**config.mk**
```make
export PLATFORM = sky130hd
export DESIGN_NAME = vram_tile_row_reader
export DESIGN_NICKNAME = d
export VERILOG_FILES = /design/src/rtl/vram_tile_row_reader.sv
export SDC_FILE = /design/constraint.sdc
export NUM_CORES = 1
export LEC_CHECK = 0
export BUFFER_PORTS_ARGS = -buffer_cell sky130_fd_sc_hd__buf_2
export CORE_AREA = 4 4 114 116
export DETAILED_ROUTE_END_ITERATION = 8
export DIE_AREA = 0 0 118 120
export PLACE_DENSITY_LB_ADDON = 0.15
export SYNTH_ARGS = -nofsm -noshare
export SYNTH_HDL_FRONTEND = slang
export SYNTH_SLANG_ARGS = --single-unit
```
**constraint.sdc**
```tcl
create_clock -name clk -period 6.5 [get_ports clk]
set_input_delay 1.3 -clock clk [delete_from_list [all_inputs] [get_ports clk]]
set_output_delay 1.3 -clock clk [all_outputs]
set_load 0.02 [all_outputs]
```
**src/rtl/vram_tile_row_reader.sv**
```systemverilog
// vram_tile_row_reader: fetches one 8-pixel row from the combinational tile RAM and serializes it.
// Optional TILE_ROW_FLIP_EN adds vertical row mirroring and horizontal emission reversal.
module vram_tile_row_reader #(
   parameter int ADDR_W = 12,
   parameter int PIX_W  = 4
) (
   input  logic               clk,
   input  logic               rst_n,
   input  logic               req_valid,
   output logic               req_ready,
   input  logic [ADDR_W-1:0]  req_tile,
   input  logic [2:0]         req_row,
   input  logic               req_hflip,
   input  logic               req_vflip,
   output logic [ADDR_W-1:0]  mem_addr,
   input  logic [64*PIX_W-1:0] mem_data,
   output logic               pix_valid,
   input  logic               pix_ready,
   output logic [PIX_W-1:0]   pix_data,
   output logic [2:0]         pix_x,
   output logic               pix_last,
   output logic               busy
);
   localparam int ROW_W = 8*PIX_W;
   typedef enum logic [1:0] {IDLE, FETCH, EMIT} state_t;
   state_t state, state_next;
   logic [2:0] row_q, row_eff, count, col;
   logic [ROW_W-1:0] row_sel, row_buf;
   logic [PIX_W-1:0] pix_sel;
   logic accept, take;
`ifdef TILE_ROW_FLIP_EN
   logic hflip_q;
   assign row_eff = req_vflip ? ~req_row : req_row;
   assign col = hflip_q ? ~count : count;
   always_ff @(posedge clk or negedge rst_n)
      if (!rst_n) hflip_q <= 1'b0;
      else if (accept) hflip_q <= req_hflip;
`else
   logic unused_flip;
   assign unused_flip = req_hflip | req_vflip;
   assign row_eff = req_row;
   assign col = count;
`endif
   assign accept = state == IDLE && req_valid;
   assign take = state == EMIT && pix_ready;
   // Row r occupies the r-th 32-bit word counted from the MSB end; same for columns within a row.
   always_comb begin
      row_sel = '0;
      for (int i = 0; i < 8; i++)
         if (row_q == 3'(i)) row_sel = mem_data[(7-i)*ROW_W +: ROW_W];
   end
   always_comb begin
      pix_sel = '0;
      for (int i = 0; i < 8; i++)
         if (col == 3'(i)) pix_sel = row_buf[(7-i)*PIX_W +: PIX_W];
   end
   always_comb begin
      state_next = state;
      state_next = accept ? FETCH :
                   state == FETCH ? EMIT :
                   (take && count == 3'd7) ? IDLE : state;
   end
   always_ff @(posedge clk or negedge rst_n)
      if (!rst_n) state <= IDLE;
      else state <= state_next;
   always_ff @(posedge clk or negedge rst_n)
      if (!rst_n) begin
         mem_addr <= '0;
         row_q    <= '0;
         row_buf  <= '0;
         count    <= '0;
      end else begin
         if (accept) begin
            mem_addr <= req_tile;
            row_q    <= row_eff;
         end
         if (state == FETCH) begin
            row_buf <= row_sel;
            count   <= '0;
         end else if (take) count <= count + 3'd1;
      end
   assign req_ready = state == IDLE;
   assign busy      = state != IDLE;
   assign pix_valid = state == EMIT;
   assign pix_data  = pix_valid ? pix_sel : '0;
   assign pix_x     = pix_valid ? col : '0;
   assign pix_last  = pix_valid && count == 3'd7;
endmodule

```
### Yosys cells after proc, flatten, opt, wreduce, memory -nomap -nowiden

Cells that the tools add are included.

| word-level totals | value |
|---|---|
| input bits | 277 |
| output and inout bits | 23 |
| word-level logic and storage cells | 55 |
| register bits after elaboration | 52 |

| cells by class | value |
|---|---|
| multiplexer cells | 23 |
| equal/unequal tests | 16 |
| $add $sub $neg | 1 |
| reductions and logical operators | 10 |

Operator list:

| cell | count |
|---|---|
| 32-bit 2-to-1 mux | 8 |
| 4-bit 2-to-1 mux | 9 |
| 3-bit == test (second input constant) | 8 |
| 3-bit by 2-bit == test with 1-bit output (second input constant) | 4 |
| 3-bit 2-to-1 mux | 3 |
| 3-bit by 1-bit == test with 1-bit output (second input constant) | 2 |
| 3-bit logical NOT | 2 |
| 2-bit 2-to-1 mux | 3 |
| 1-bit logical AND | 4 |
| 2-bit nonzero test | 2 |
| 3-bit by 1-bit adder with 3-bit output (second input constant) | 1 |
| 3-bit nonzero test | 1 |
| 2-bit by 1-bit == test with 1-bit output (second input constant) | 1 |
| 2-bit == test (second input constant) | 1 |
| 2-bit logical NOT | 1 |

### Depth between registers and ports, before layout

| depth | value |
|---|---|
| depth in word-level cells | 10 |
| gate-level depth with buffers | 9 |
| depth with buffers taken out | 7 |

### Worst setup path after synthesis

No wires, ideal clock.

| path | value |
|---|---|
| path kind | register to output |
| from | reg count[2] (netlist: col[2]) |
| to | out pix_data[2] |
| slack | 3298 ps |
| arrival time | 1902 ps |
| path buffers | 2 |
| cell stages (with the launch flop) | 8 |
| path through | dfrtp_1 > clkbuf_1 > inv_1 > ha_1 > clkbuf_1 > a2111oi_2 > o22ai_1 > a21oi_1 |

| between the ends | value |
|---|---|
| cells in the longest elaborated chain, start to end | 10 |
| elaborated cells between the ends (all ways) | 17 |
| those cells by class | eq/ne: 7; mux: 9; reduce/logical: 1 |

Ends and longest elaborated chain:

| item | RTL line | RTL |
|---|---|---|
| start, declared | 27 | `logic [2:0] row_q, row_eff, count, col;` |
| start signal, assigned | 80 | `end else if (take) count <= count + 3'd1;` |
| 3-bit logical NOT | 55 | `if (col == 3'(i)) pix_sel = row_buf[(7-i)*PIX_W +: PIX_W];` |
| 4-bit 2-to-1 mux (7 in series) | 55 |  |
| 4-bit 2-to-1 mux (*) | 55 |  |
| 4-bit 2-to-1 mux (*) | 85 | `assign pix_data = pix_valid ? pix_sel : '0;` |
| end, declared | 19 | `output logic [PIX_W-1:0] pix_data,` |

Mark *: on every way between the ends. The rest lies on a longest branch, timed or not.

### Worst setup path in the final report

| path | value |
|---|---|
| from | reg count[2] (netlist: col[2]) |
| to | out pix_data[1] |

Same word-level chain as after synthesis.

==> impl_metrics.csv <==
group,metric,value,unit
timing,holdWs,0.506,ns
clock_network,cts.sinks,52,
global_routing,grt_pass1_wl,26100,um
clock_network,cts_resized,0,
clock_network,clk_pin_slew,0.07,ns
timing,tightest_slew,1.09,ns
placement,placed_cell_area,5880,um^2
timing,drv_slew,0,
timing,fin_setup_tns,0,ns
cells_and_area,final_area,6040,um^2
synthesis,synth_area,4510,um^2
timing,slew_headroom,0.268,
detailed_routing,ant_nets,0,
synthesis,synthFlopType,"dfrtp_1",
clock_network,clockRootBuffer,"clkbuf_16",
detailed_routing,wire_per_inst,19.8,um
global_routing,track_usage,0.230,
power_and_ir_drop,leakage,2.86,nW
cells_and_area,fin_nets,1004,
clock_network,tritoncts,"done",
placement,gp_congestion,0.893,
power_and_ir_drop,power,2.46,mW
clock_network,cts_buffers,5,
floorplanning,die_x,118,um
detailed_routing,wl,17200,um
placement,dpl.cell_count,861,
synthesis,ys_seq_area_frac,0.289,
critical_path,setup.worst_path.start_class,"flop",
detailed_routing,dr.pass1.iters,4,
timing,fin_worst_skew,0.00484,ns
floorplanning,start_util,0.379,
detailed_routing,drc,0,
synthesis,synth.distinct_cells,48,
cells_and_area,final_cells,871,
critical_path,end_kind,"primary output",
timing,setup_viol,0,
clock_network,cts_setup_buffers,0,
cells_and_area,area.growth.synth_to_final,33.9,%
detailed_routing,vias,4787,
global_routing,antenna_found_initial,3,
run,drv_cap,0,
global_routing,grt_start_max_net_pins,71,
synthesis,syn_nets,746,
critical_path,max_stage_delay,0.77,ns
placement,dp_hpwl,14000,um
timing,hold_viol_final,0,
synthesis,yosysWarningCount,0,
synthesis,synth_edf_count,0,
critical_path,crit_fanout,20,
timing,rsz0062_at_grt,"false",
critical_path,cpMaxStageDelayCell,"dfrtp_1",
global_routing,grt_pass1_vias,4919,
synthesis,yosys.area.top_type,"dfrtp_1",
synthesis,ys_ff_latch,52,
synthesis,syn_inst,463,
power_and_ir_drop,vdd_drop_max,0.187,mV
power_and_ir_drop,power.density,408,nW/um^2
floorplanning,rows,40,
clock_network,cts_htree_levels,2,
critical_path,worst-r2r-cell-count,3,
placement,portBuffers,297,
floorplanning,ios,300,
critical_path,worstPathCellList,"inv_1 -> ha_1 -> nand3b_1 -> a21oi_1 -> o22ai_1 -> o31ai_1 -> o2bb2ai_1 -> buf_2",
placement,post-place-ws,2.92,ns
synthesis,synth_top_cell_area_share,0.289,
min_path,hp-class,"flop to flop",
cells_and_area,finalCoreUtilization,0.507,
timing,fin_ws,2.53,ns
cells_and_area,drive_gt1_frac,0.490,
synthesis,yosys-top-cells-area,"dfrtp_1, mux4_2, mux2i_1",
min_path,holdPathStages,1,
synthesis,avgSynthCellArea,9.74,um^2
critical_path,crit_type,"flop to primary output",
timing,period_share,0.611,
global_routing,gr-total-overflow,0,
synthesis,synthArstFlopShare,1.00,
floorplanning,core,11900,um^2
clock_network,clock_latency,0.29,ns
timing,fmax,252,MHz
detailed_routing,viasPerCell,5.50,
critical_path,crit_required,5.20,ns
floorplanning,die_area,14200,um^2
floorplanning,dieHeight,120,um
detailed_routing,drt_iter0_drc,255,
status,status,"completed",
clock_network,cts_hold_buffers,0,
timing,fin_crit,3.97,ns
clock_network,clockBufferDepth,2,
critical_path,crit_arrival,2.67,ns
cell usage after synthesis, types with 2 or more instances:
master / instances
mux2_2: 7
nor3_1: 20
buf_4: 5
and2b_1: 2
o211ai_1: 8
buf_6: 8
inv_1: 11
nor2b_1: 11
nand2b_1: 7
a32oi_1: 3
a211oi_1: 2
buf_12: 3
a221o_1: 3
a21o_1: 3
mux4_1: 7
mux2i_1: 31
clkbuf_1: 19
nor2_1: 8
o21ai_1: 15
and2_1: 5
dfrtp_1: 52
nand3_1: 2
mux2_4: 7
o22ai_1: 27
ha_1: 6
o2bb2ai_1: 2
buf_2: 15
nand2_1: 25
a31oi_1: 24
mux4_2: 22
a22o_1: 5
nand3b_1: 2
o31ai_1: 2
a221oi_1: 2
o21ai_0: 37
a21oi_1: 34
a22oi_1: 10
power by group:
group	total [mW]	internal, mW	switching, mW
combinational	1.49	0.704	0.786
sequential	0.697	0.483	0.214
clock	0.274	0.146	0.127
final timing paths:
| kind | start | endpoint | slack, ns |
|---|---|---|---|
| setup / recovery | col[2]$_DFFE_PN0P_ | pix_data[1] | 2.53 |
| hold / removal | mem_addr[7]$_DFFE_PN0P_ | mem_addr[7]$_DFFE_PN0P_ | 0.51 |
| setup reg to reg | row_q[2]$_DFFE_PN0P_ | row_buf[14]$_DFFE_PN0P_ | 3.59 |
| hold reg to reg | mem_addr[7]$_DFFE_PN0P_ | mem_addr[7]$_DFFE_PN0P_ | 0.51 |
| max in group asynchronous | rst_n | row_q[0]$_DFFE_PN0P_ | 4.86 |
| min in group asynchronous | rst_n | row_buf[6]$_DFFE_PN0P_ | 1.13 |
registers in the layout, summed over array words and instances, names as in the netlist:
register	cells
col	3
mem_addr	12
row_buf	32
row_q	3
state	2
cell type report:
| cell class | count | area, um^2 |
|---|---|---|
| clock inverters | 3 | 27.5 |
| fillers | 1153 | 5870 |
| flip-flops and latches | 52 | 1310 |
| well taps | 147 | 184 |
| multi-input cells | 348 | 2830 |
| clock buffers | 5 | 125 |
| diodes | 2 | 5.00 |
| inverters | 13 | 48.8 |
| repair buffers | 301 | 1520 |
cells in the final DEF (no fill, tap or decap), types with 3 or more instances in the layout:
cell type and n:
o22ai_1 27, inv_1 11, mux2_4 7, a21oi_1 34, mux2_2 7, buf_2 297
a221o_1 3, nand2_1 25, clkbuf_16 5, dfrtp_1 50, o21ai_0 37, a32oi_1 3
nor2b_1 11, a22o_1 5, mux2i_1 31, a31oi_1 24, buf_4 4, mux4_1 7
a22oi_1 10, nand2b_1 7, o21ai_1 15, nor3_1 20, mux4_2 22, o211ai_1 8
ha_1 6, a21o_1 3, and2_1 5, nor2_1 8
per-layer routing:
layer / track usage / vias up / part of all wire
li1: - / 2311 / -
met1: 0.291 / 2279 / 0.41
met2: 0.420 / 173 / 0.52
met3: 0.0283 / 22 / 0.048
met4: 0.0535 / 2 / 0.019
met5: 0 / - / 0.00041
cells by family (layout without fill, tap and decap cells):
family                     Yosys count  in the layout  share of synthesized area
buffers and inverters               63            322                     0.0849
muxes                               74             74                      0.260
DFF                                 52             52                      0.289
adders and majority gates            6              6                     0.0166
and+or+nand+nor                     87             87                      0.101
other                                0              2                          0
AOI/OAI and AO/OA                  181            181                      0.249
worst max-delay path, delay by kind of cell (launching register included):
family	cells	cell delay, ns
AOI/OAI and AO/OA	4	0.61
adders and majority gates	1	0.38
DFF	1	0.77
buffers and inverters	2	0.38
and+or+nand+nor	1	0.22
Note: power is estimated with default switching activity, not from simulation.
